<file path="src/rtl/booth_multiplier_seq_if.sv">
// Start/busy/done handshake and operand/result bus for booth_multiplier_seq.
//   start, multiplicand, multiplier : control unit -> multiplier
//   busy, done, product_hi, product_lo : multiplier -> control unit
// Modports: master = control unit side, slave = multiplier side.
interface booth_multiplier_seq_if #(
  parameter int unsigned WIDTH = 32
);
  logic             start;
  logic [WIDTH-1:0] multiplicand;
  logic [WIDTH-1:0] multiplier;
  logic             busy;
  logic             done;
  logic [WIDTH-1:0] product_hi;
  logic [WIDTH-1:0] product_lo;

  modport master (
    output start,
    output multiplicand,
    output multiplier,
    input  busy,
    input  done,
    input  product_hi,
    input  product_lo
  );

  modport slave (
    input  start,
    input  multiplicand,
    input  multiplier,
    output busy,
    output done,
    output product_hi,
    output product_lo
  );
endinterface

</file>
<file path="src/rtl/booth_multiplier_seq.sv">
// Multi-cycle signed two's-complement multiplier (Booth-recoded shift-add) for the
// MUL instruction. Produces a 2*WIDTH-bit product split into HI/LO halves.
// Ports:
//   clk   : clock, rising edge
//   rst   : synchronous, active-high reset; discards any in-flight operation
//   bus   : booth_multiplier_seq_if.slave
//           start (sampled only when idle), multiplicand/multiplier (latched on accept),
//           busy (high while running), done (one-cycle pulse), product_hi/product_lo
//           (held until the next completion or reset)
// Parameter:
//   WIDTH : operand width, even and >= 4
// Build option:
//   MUL_RADIX4_EN : when defined, radix-4 bit-pair recoding (WIDTH/2 steps);
//                   otherwise radix-2 Booth (WIDTH steps). Results are identical.
module booth_multiplier_seq #(
  parameter int unsigned WIDTH = 32
) (
  input  logic                        clk,
  input  logic                        rst,
  booth_multiplier_seq_if.slave       bus
);

`ifdef MUL_RADIX4_EN
  localparam int unsigned AW = WIDTH + 2;   // room for +-2M with M = -2^(WIDTH-1)
  localparam int unsigned N  = WIDTH / 2;
`else
  localparam int unsigned AW = WIDTH + 1;   // room for -M with M = -2^(WIDTH-1)
  localparam int unsigned N  = WIDTH;
`endif
  localparam int unsigned CW = $clog2(N);
  localparam logic [CW-1:0] LAST_STEP = CW'(N - 1);

  typedef enum logic {
    S_IDLE = 1'b0,
    S_RUN  = 1'b1
  } state_t;

  state_t           r_state;
  logic [AW-1:0]    r_a;
  logic [AW-1:0]    r_m;
  logic [WIDTH-1:0] r_q;
  logic             r_qm1;
  logic [CW-1:0]    r_cnt;
  logic             r_busy;
  logic             r_done;
  logic [WIDTH-1:0] r_hi;
  logic [WIDTH-1:0] r_lo;

  logic [AW-1:0]    w_neg_m;
  logic [AW-1:0]    w_addend;
  logic [AW-1:0]    w_sum;
  logic [AW-1:0]    w_a_nxt;
  logic [WIDTH-1:0] w_q_nxt;
  logic             w_qm1_nxt;

  assign w_neg_m = AW'(0) - r_m;

`ifdef MUL_RADIX4_EN
  logic [AW-1:0] w_m2;
  logic [AW-1:0] w_neg_m2;

  assign w_m2     = {r_m[AW-2:0], 1'b0};
  assign w_neg_m2 = AW'(0) - w_m2;

  // Bit-pair recoding of {Q[1],Q[0],Q[-1]}, then arithmetic shift right by 2.
  always_comb begin
    w_addend = '0;
    case ({r_q[1:0], r_qm1})
      3'b001, 3'b010: w_addend = r_m;
      3'b011:         w_addend = w_m2;
      3'b100:         w_addend = w_neg_m2;
      3'b101, 3'b110: w_addend = w_neg_m;
      default:        w_addend = '0;
    endcase
    w_sum     = r_a + w_addend;
    w_a_nxt   = {{2{w_sum[AW-1]}}, w_sum[AW-1:2]};
    w_q_nxt   = {w_sum[1:0], r_q[WIDTH-1:2]};
    w_qm1_nxt = r_q[1];
  end
`else
  // Radix-2 recoding of {Q[0],Q[-1]}, then arithmetic shift right by 1.
  always_comb begin
    w_addend = '0;
    case ({r_q[0], r_qm1})
      2'b01:   w_addend = r_m;
      2'b10:   w_addend = w_neg_m;
      default: w_addend = '0;
    endcase
    w_sum     = r_a + w_addend;
    w_a_nxt   = {w_sum[AW-1], w_sum[AW-1:1]};
    w_q_nxt   = {w_sum[0], r_q[WIDTH-1:1]};
    w_qm1_nxt = r_q[0];
  end
`endif

  // Control FSM and datapath registers; done is a registered one-cycle pulse.
  always_ff @(posedge clk) begin
    if (rst) begin
      r_state <= S_IDLE;
      r_a     <= '0;
      r_m     <= '0;
      r_q     <= '0;
      r_qm1   <= 1'b0;
      r_cnt   <= '0;
      r_busy  <= 1'b0;
      r_done  <= 1'b0;
      r_hi    <= '0;
      r_lo    <= '0;
    end else begin
      r_done <= 1'b0;
      case (r_state)
        S_IDLE: begin
          if (bus.start) begin
            r_m     <= {{(AW-WIDTH){bus.multiplicand[WIDTH-1]}}, bus.multiplicand};
            r_q     <= bus.multiplier;
            r_a     <= '0;
            r_qm1   <= 1'b0;
            r_cnt   <= '0;
            r_busy  <= 1'b1;
            r_state <= S_RUN;
          end
        end
        S_RUN: begin
          r_a   <= w_a_nxt;
          r_q   <= w_q_nxt;
          r_qm1 <= w_qm1_nxt;
          r_cnt <= r_cnt + CW'(1);
          if (r_cnt == LAST_STEP) begin
            // After the final shift {A[WIDTH-1:0], Q} is the exact product.
            r_hi    <= w_a_nxt[WIDTH-1:0];
            r_lo    <= w_q_nxt;
            r_done  <= 1'b1;
            r_busy  <= 1'b0;
            r_cnt   <= '0;
            r_state <= S_IDLE;
          end
        end
        default: r_state <= S_IDLE;
      endcase
    end
  end

  assign bus.busy       = r_busy;
  assign bus.done       = r_done;
  assign bus.product_hi = r_hi;
  assign bus.product_lo = r_lo;

endmodule

</file>
<file path="src/flat_wrapper.sv">
// flat-port wrapper written by rule: the top's interface ports become plain ports
module booth_multiplier_seq_flat 
#(
  parameter int unsigned WIDTH = 32
)
  (clk, rst, bus_start, bus_multiplicand, bus_multiplier, bus_busy, bus_done, bus_product_hi, bus_product_lo);
  booth_multiplier_seq_if #(.WIDTH(WIDTH)) bus_i ();
  input  logic clk;
  input  logic rst;
  input wire logic [$bits(bus_i.start)-1:0] bus_start;
  input wire logic [$bits(bus_i.multiplicand)-1:0] bus_multiplicand;
  input wire logic [$bits(bus_i.multiplier)-1:0] bus_multiplier;
  output wire logic [$bits(bus_i.busy)-1:0] bus_busy;
  output wire logic [$bits(bus_i.done)-1:0] bus_done;
  output wire logic [$bits(bus_i.product_hi)-1:0] bus_product_hi;
  output wire logic [$bits(bus_i.product_lo)-1:0] bus_product_lo;
  assign bus_i.start = bus_start;
  assign bus_i.multiplicand = bus_multiplicand;
  assign bus_i.multiplier = bus_multiplier;
  assign bus_busy = bus_i.busy;
  assign bus_done = bus_i.done;
  assign bus_product_hi = bus_i.product_hi;
  assign bus_product_lo = bus_i.product_lo;
  booth_multiplier_seq #(.WIDTH(WIDTH)) u_core (.clk(clk), .rst(rst), .bus(bus_i));
endmodule
</file>
<file path="config.mk">
export PLATFORM = sky130hd
export DESIGN_NAME = booth_multiplier_seq_flat
export DESIGN_NICKNAME = d
export VERILOG_FILES = /design/src/rtl/booth_multiplier_seq_if.sv /design/src/rtl/booth_multiplier_seq.sv /design/src/flat_wrapper.sv
export SDC_FILE = /design/constraint.sdc
export NUM_CORES = 1
export LEC_CHECK = 0
export CORE_ASPECT_RATIO = 1.1
export CORE_MARGIN = 3
export CORE_UTILIZATION = 50
export CTS_CLUSTER_SIZE = 20
export DETAILED_ROUTE_END_ITERATION = 10
export HOLD_SLACK_MARGIN = 0.1
export PLACE_DENSITY = 0.77
export SYNTH_ARGS = -nofsm -noshare
export SYNTH_HDL_FRONTEND = slang
export SYNTH_SLANG_ARGS = --single-unit
</file>
<file path="constraint.sdc">
create_clock -name clk -period 3.7 [get_ports clk]
set_clock_uncertainty 0.15 [all_clocks]
set_input_delay 0.74 -clock clk [delete_from_list [all_inputs] [get_ports clk]]
set_output_delay 0.74 -clock clk [all_outputs]
set_load 0.005 [all_outputs]
</file>
==> After elaboration in Yosys (flattened, before gate mapping) <==
Cells that the tools add are included.
{ "totals": {"mem_bits_rw": 0, "latchBits": 0, "reg_bits": 170, "mem_bits_ro": 0, "mem_count": 0, "output_inout_bits": 66, "elab_cells": 40, "in_bits": 67} }
{ "classes": {"n_mul": 0, "n_eq_ne": 5, "n_shift": 0, "n_mux": 17, "div": 0, "addsub": 3, "n_bitwise": 1, "magnitude_cmp": 0, "n_reduce_logical": 4} }
{ "ops": {"columns": ["cell", "n"], "rows": [
  ["$pmux W33 S2", 2],
  ["$pmux W32 S2", 1],
  ["$add A33 B33 Y33", 1],
  ["$mux W33", 1],
  ["$sub A1 B32 Y33 const A", 1],
  ["$mux W32", 1],
  ["$mux W5", 2],
  ["$pmux W5 S2", 1],
  ["$mux W1", 6],
  ["$pmux W1 S2", 3],
  ["$reduce_and A2 Y1", 3],
  ["$add A5 B1 Y5 const B", 1],
  ["$eq A5 B5 Y1 const B", 1],
  ["$ne A2 B2 Y1 const B", 2],
  ["$eq A2 B1 Y1 const B", 1],
  ["$eq A2 B2 Y1 const B", 1],
  ["$reduce_or A2 Y1", 1],
  ["$not A1 Y1", 1]
]} }

==> Longest topological paths before layout <==
{ "depth": {"ltp_word": 4, "ltp_mapped": 17, "ltp_nobuf": 17} }

==> Worst setup path after synthesis <==
OpenSTA, ideal clock, no wires.
{ "synth_path": {"path_kind": "register to register", "from": "register u_core.r_m[0]", "to": "register u_core.r_hi[18] (netlist: u_core.bus.product_hi[18])", "path_slack_ns": -0.137, "path_buffers": 0, "period_less_slack_ns": 3.837, "required_time_ns": 3.433, "setup_ns": 0.117, "stages_incl_launch_ff": 16, "arrival_time_ns": 3.570, "path_cell_list": "dfxtp_1 inv_1 ha_1 or3b_2 nor2_2 nand2_1 o311ai_0 a21oi_1 ha_1 a21o_1 a21o_1 a211o_1 o31ai_1 o221ai_1 xor2_1 a22o_1"} }
{ "synth_via": {"elab_chain_len": 3} }
{ "synth_lines": {"columns": ["element", "line_no", "text"], "rows": [
  ["start, declared", "booth_multiplier_seq.sv:40", "logic [AW-1:0] r_m;"],
  ["start signal, assigned", "booth_multiplier_seq.sv:114", "r_m <= {{(AW-WIDTH){bus.multiplicand[WIDTH-1]}}, bus.multiplicand};"],
  ["$sub A1 B32 Y33", "booth_multiplier_seq.sv:56", "assign w_neg_m = AW'(0) - r_m;"],
  ["$pmux W33 S2 *", "booth_multiplier_seq.sv:84", "case ({r_q[0], r_qm1})"],
  ["$add A33 B33 Y33 *", "booth_multiplier_seq.sv:89", "w_sum = r_a + w_addend;"],
  ["end signal, assigned", "booth_multiplier_seq.sv:130", "r_hi <= w_a_nxt[WIDTH-1:0];"],
  ["end, declared", "booth_multiplier_seq.sv:46", "logic [WIDTH-1:0] r_hi;"]
]} }
Mark *: on every way between the ends. The rest lies on a longest branch, timed or not.
A chain may end at the register's enable or synchronous reset.

==> Final worst setup path <==
{ "layout_path": {"from": "register u_core.r_m[3]", "to": "register u_core.r_a[26]"} }
{ "layout_via": {"elab_chain_len": 4} }
{ "layout_lines": {"columns": ["element", "line_no", "text"], "rows": [
  ["$sub A1 B32 Y33", "booth_multiplier_seq.sv:56", null],
  ["$pmux W33 S2 *", "booth_multiplier_seq.sv:84", null],
  ["$add A33 B33 Y33 *", "booth_multiplier_seq.sv:89", null],
  ["$pmux W33 S2 *", "booth_multiplier_seq.sv:111", "case (r_state)"],
  ["end signal, assigned", "booth_multiplier_seq.sv:124", "r_a <= w_a_nxt;"],
  ["end, declared", "booth_multiplier_seq.sv:39", "logic [AW-1:0] r_a;"]
]} }
Marked as above.

==> run metrics <==
cell internal pwr=between 3 and 4 mW; CP max FO=5; EDFF count, synth=0; global-route wire length before repair=44460 µm; finished layout cell area=0.01277 mm²; highest achievable clock rate=roughly 240 MHz; Inst Count DP=roughly 1500; vias in the first global route=a little over 9000; count of fill cells added during filler insertion=1377; starting density of the core=0.5198; register area share after synthesis=0.3743; TritonRoute pass-1 iters=5; clk_lat worst skew=about 0.43 ns; top flip-flop cell by instance count after synthesis=sky130_fd_sc_hd__dfxtp_1; cell area after placement=0.01139 mm²; FF-to-FF End=u_core.r_a[26]; nature of the critical path endpoint=flip-flop; hold-critical path endpoint=u_core.bus.product_hi[22]; startpoint of the most critical register-to-register path=u_core.r_m[3]; PD cells=between 300 and 400 mW/mm²; antenna violations before repair=0; number of standard cells in the layout, taps in and fillers out=around 1600; gate count after technology mapping=~1100; full die area=around 0.020 mm²; final setup TNS=-5.922 ns; clk sinks=169; routed via count=between 9000 and 10000; category of the worst setup path launch point=flip-flop; number of nets in the layout=1458; unrepaired setup endpoints after global routing=true; final core area utilization=0.7342; number of placement rows=50; setup violators final=35; number of buffers inserted by hold repair at cts=0; cell at the root of the clock tree=sky130_fd_sc_hd__clkbuf_16; TritonCTS clock tree=done; simple-gate portion of the synthesized area=0.2123; combinational share of power=0.144; buffers added on ports=132; iteration-0 DRC count of the detailed router=562; pin count of the biggest net entering global routing=77; final period utilization=1.105; buffer depth of the longest clock path=2; switching power=1.186 mW; hpwl dp=roughly 19000 µm; DRC viols=0; Hold Slack=between 0.3 and 0.4 ns; layout cells sized above 1=0.2339; type of the worst min-delay path=flip-flop to flip-flop; outcome=finished, violations left; flop and latch count out of synthesis=between 150 and 200; core area=approximately 0.017 mm²; startpoint of the most critical hold path=u_core.bus.product_hi[22]; vias per std cell=5.767; final count of pins violating max slew=0; power share of the sequential group=0.457; CTS buffer count=17; Worst EP required=3.92 ns; Die Span X=between 100 and 150 µm; die height=about 150 µm; register clock-pin slew on the reported worst setup and hold paths=0.07 ns; antenna cell count=0; Final Hold Violating Endpoints=0; depth of the worst register-to-register path=16; mean area per synthesized cell=around 8.2 µm²; routed wire length=roughly 28000 µm; worst setup path class=flip-flop to flip-flop; portion of netlist area occupied by mux cells=0.04097; combinational family with the most area after synthesis=compound AO/OA/AOI/OAI gates; total nets after synthesis=roughly 1200; setup slack, reg-to-reg=-0.39 ns; failing checks=setup timing; worst supply voltage drop on vdd=about 0.00032 V; wire length per cell=between 15 and 20 µm; main area contributors after synthesis=sky130_fd_sc_hd__dfxtp_1, sky130_fd_sc_hd__a21oi_1, sky130_fd_sc_hd__a22o_1; total global routing track utilization=0.2714; Syn. warnings=0; PnR Total Power=around 4.2 mW; depth of the worst hold-timing path=2; final critical delay including setup and external delays=between 4 and 5 ns; Leakage=between 5 and 6 nW; post-route worst setup slack=-0.3878 ns; largest area contributor in the synthesized netlist=sky130_fd_sc_hd__dfxtp_1; # H-tree levels=4; area of the mapped netlist=roughly 0.009 mm²; routability congestion estimate from global placement=0.9346; number of placed I/O pins=~130; max_cap viols=0; number of distinct library cells after synthesis=76; Compound-Gate Fraction of Synth Area=0.2447; area growth from synthesis to final layout=41.26%; post-synthesis share of cell area spent on full adders, half adders and majority gates=0.05343; FFs w/ async S/R, synth=0; Arrival @ worst endpoint=between 4 and 5 ns; post-synthesis xor/xnor area fraction=0.02713; clock share of power=0.399; number of nets with antenna violations after routing=0; pre-CTS setup slack=-0.3585 ns; aggregate global routing overflow=0; Relative slew margins=0.4724; pin slew with the least headroom to its limit=between 0.7 and 0.8 ns; switching part of the total=0.2811; top-area cell type share of the netlist area=0.3743
-- area by class of cell --
cell class	instances	area, µm²	area share
clock inverters	12	111.4	0.008720
clock buffers	18	429.2	0.03361
well taps	234	292.8	0.02293
multi-input cells	844	5856	0.4586
inverters	22	82.58	0.006467
repair buffers	299	2608	0.2042
flip-flops and latches	169	3391	0.2655
-- cells by family after synthesis --
kind of cell | after synthesis
multiplexers | 37
XOR/XNOR | 28
buffers and inverters | 92
AND/OR/NAND/NOR | 402
flip-flops | 169
adder cells (fa/ha/maj) | 38
AO/OA/AOI/OAI | 339
-- cell usage in the layout (no fill, tap or decap), types with 17 or more instances in the layout --
master,count
sky130_fd_sc_hd__nor3_1,22
sky130_fd_sc_hd__a22o_1,66
sky130_fd_sc_hd__nand2_1,120
sky130_fd_sc_hd__mux2i_1,37
sky130_fd_sc_hd__nor2_1,127
sky130_fd_sc_hd__dfxtp_1,165
sky130_fd_sc_hd__o21ai_0,28
sky130_fd_sc_hd__a21oi_1,127
sky130_fd_sc_hd__buf_4,158
sky130_fd_sc_hd__clkdlybuf4s50_1,130
sky130_fd_sc_hd__ha_1,32
sky130_fd_sc_hd__inv_1,18
sky130_fd_sc_hd__clkbuf_16,17
-- worst max path at each step --
stage	start	to	slack (ns)	depth (start not counted)
2_1_floorplan	u_core.r_m[0]	u_core.bus.product_hi[26]	0.005	16
3_3_place_gp	u_core.r_m[0]	u_core.bus.product_hi[26]	-0.29	14
3_5_place_dp	u_core.r_m[0]	u_core.r_a[26]	-0.36	14
4_1_cts	u_core.r_m[3]	u_core.r_a[26]	-0.25	14
5_1_grt	u_core.r_m[3]	u_core.r_a[26]	-0.53	16
6_report	u_core.r_m[3]	u_core.r_a[26]	-0.39	16
-- state kept, by name, summed over array words and instances, names as in the netlist --
| register | count |
|---|---|
| u_core.bus.busy | 1 |
| u_core.bus.done | 1 |
| u_core.bus.product_hi | 32 |
| u_core.bus.product_lo | 32 |
| u_core.r_a | 32 |
| u_core.r_cnt | 5 |
| u_core.r_m | 32 |
| u_core.r_q | 32 |
| u_core.r_qm1 | 1 |
| u_core.r_state | 1 |
-- synthesized netlist by cell type, types with 8 or more instances --
master                       n
sky130_fd_sc_hd__mux2i_1    37
sky130_fd_sc_hd__ha_1       37
sky130_fd_sc_hd__nor4_1      9
sky130_fd_sc_hd__nand4_1    12
sky130_fd_sc_hd__buf_1      12
sky130_fd_sc_hd__dfxtp_1   169
sky130_fd_sc_hd__a311oi_1    8
sky130_fd_sc_hd__o31ai_1    13
sky130_fd_sc_hd__a21o_1     11
sky130_fd_sc_hd__xnor2_1    16
sky130_fd_sc_hd__nor2_1    133
sky130_fd_sc_hd__nor3_1     27
sky130_fd_sc_hd__or4_1       8
sky130_fd_sc_hd__a21oi_1   144
sky130_fd_sc_hd__xor2_1     12
sky130_fd_sc_hd__a22o_1     66
sky130_fd_sc_hd__nor3b_1    13
sky130_fd_sc_hd__nand3_1    18
sky130_fd_sc_hd__clkbuf_1   47
sky130_fd_sc_hd__nand2_1   126
sky130_fd_sc_hd__inv_1      20
sky130_fd_sc_hd__o21ai_0    45
-- power groups by stage --
stage          Clock, mW  Sequential, mW  Combinational [mW]
2_1_floorplan          0            1.94               0.320
3_3_place_gp           0            1.96               0.510
3_5_place_dp           0            1.96               0.520
4_1_cts             1.70            1.92               0.554
5_1_grt             1.77            1.93               0.665
6_report            1.68            1.93               0.609
-- layer usage --
metal / global-route usage / up-vias / part of all wire
met5: 0 / - / 0
met4: 0.1115 / 0 / 0.034
met3: 0.04692 / 67 / 0.043
met2: 0.4872 / 251 / 0.51
met1: 0.3185 / 4412 / 0.42
li1: - / 4485 / -
-- critical path, stage by stage (launching register included) --
cell	delay [ns]
sky130_fd_sc_hd__dfxtp_2	0.32
sky130_fd_sc_hd__or4_4	0.55
sky130_fd_sc_hd__nor4b_4	0.27
sky130_fd_sc_hd__buf_6	0.17
sky130_fd_sc_hd__nand3_4	0.08
sky130_fd_sc_hd__nor4_2	0.25
sky130_fd_sc_hd__o21ai_1	0.13
sky130_fd_sc_hd__a21oi_2	0.17
sky130_fd_sc_hd__ha_1	0.22
sky130_fd_sc_hd__nand4_2	0.12
sky130_fd_sc_hd__or3_4	0.37
sky130_fd_sc_hd__a2111oi_4	0.28
sky130_fd_sc_hd__o31a_1	0.26
sky130_fd_sc_hd__buf_4	0.15
sky130_fd_sc_hd__nor2_4	0.04
sky130_fd_sc_hd__or4_1	0.40
sky130_fd_sc_hd__nand3_1	0.07
-- repair_timing --
action                                 in CTS  in global routing
setup buffers                              19                 10
resized for setup                          64                 75
pin swaps                                  38                 44
endpoints found under the hold margin       0                  0
setup endpoints to repair                  39                 45
(Power assumes the default switching activity.)
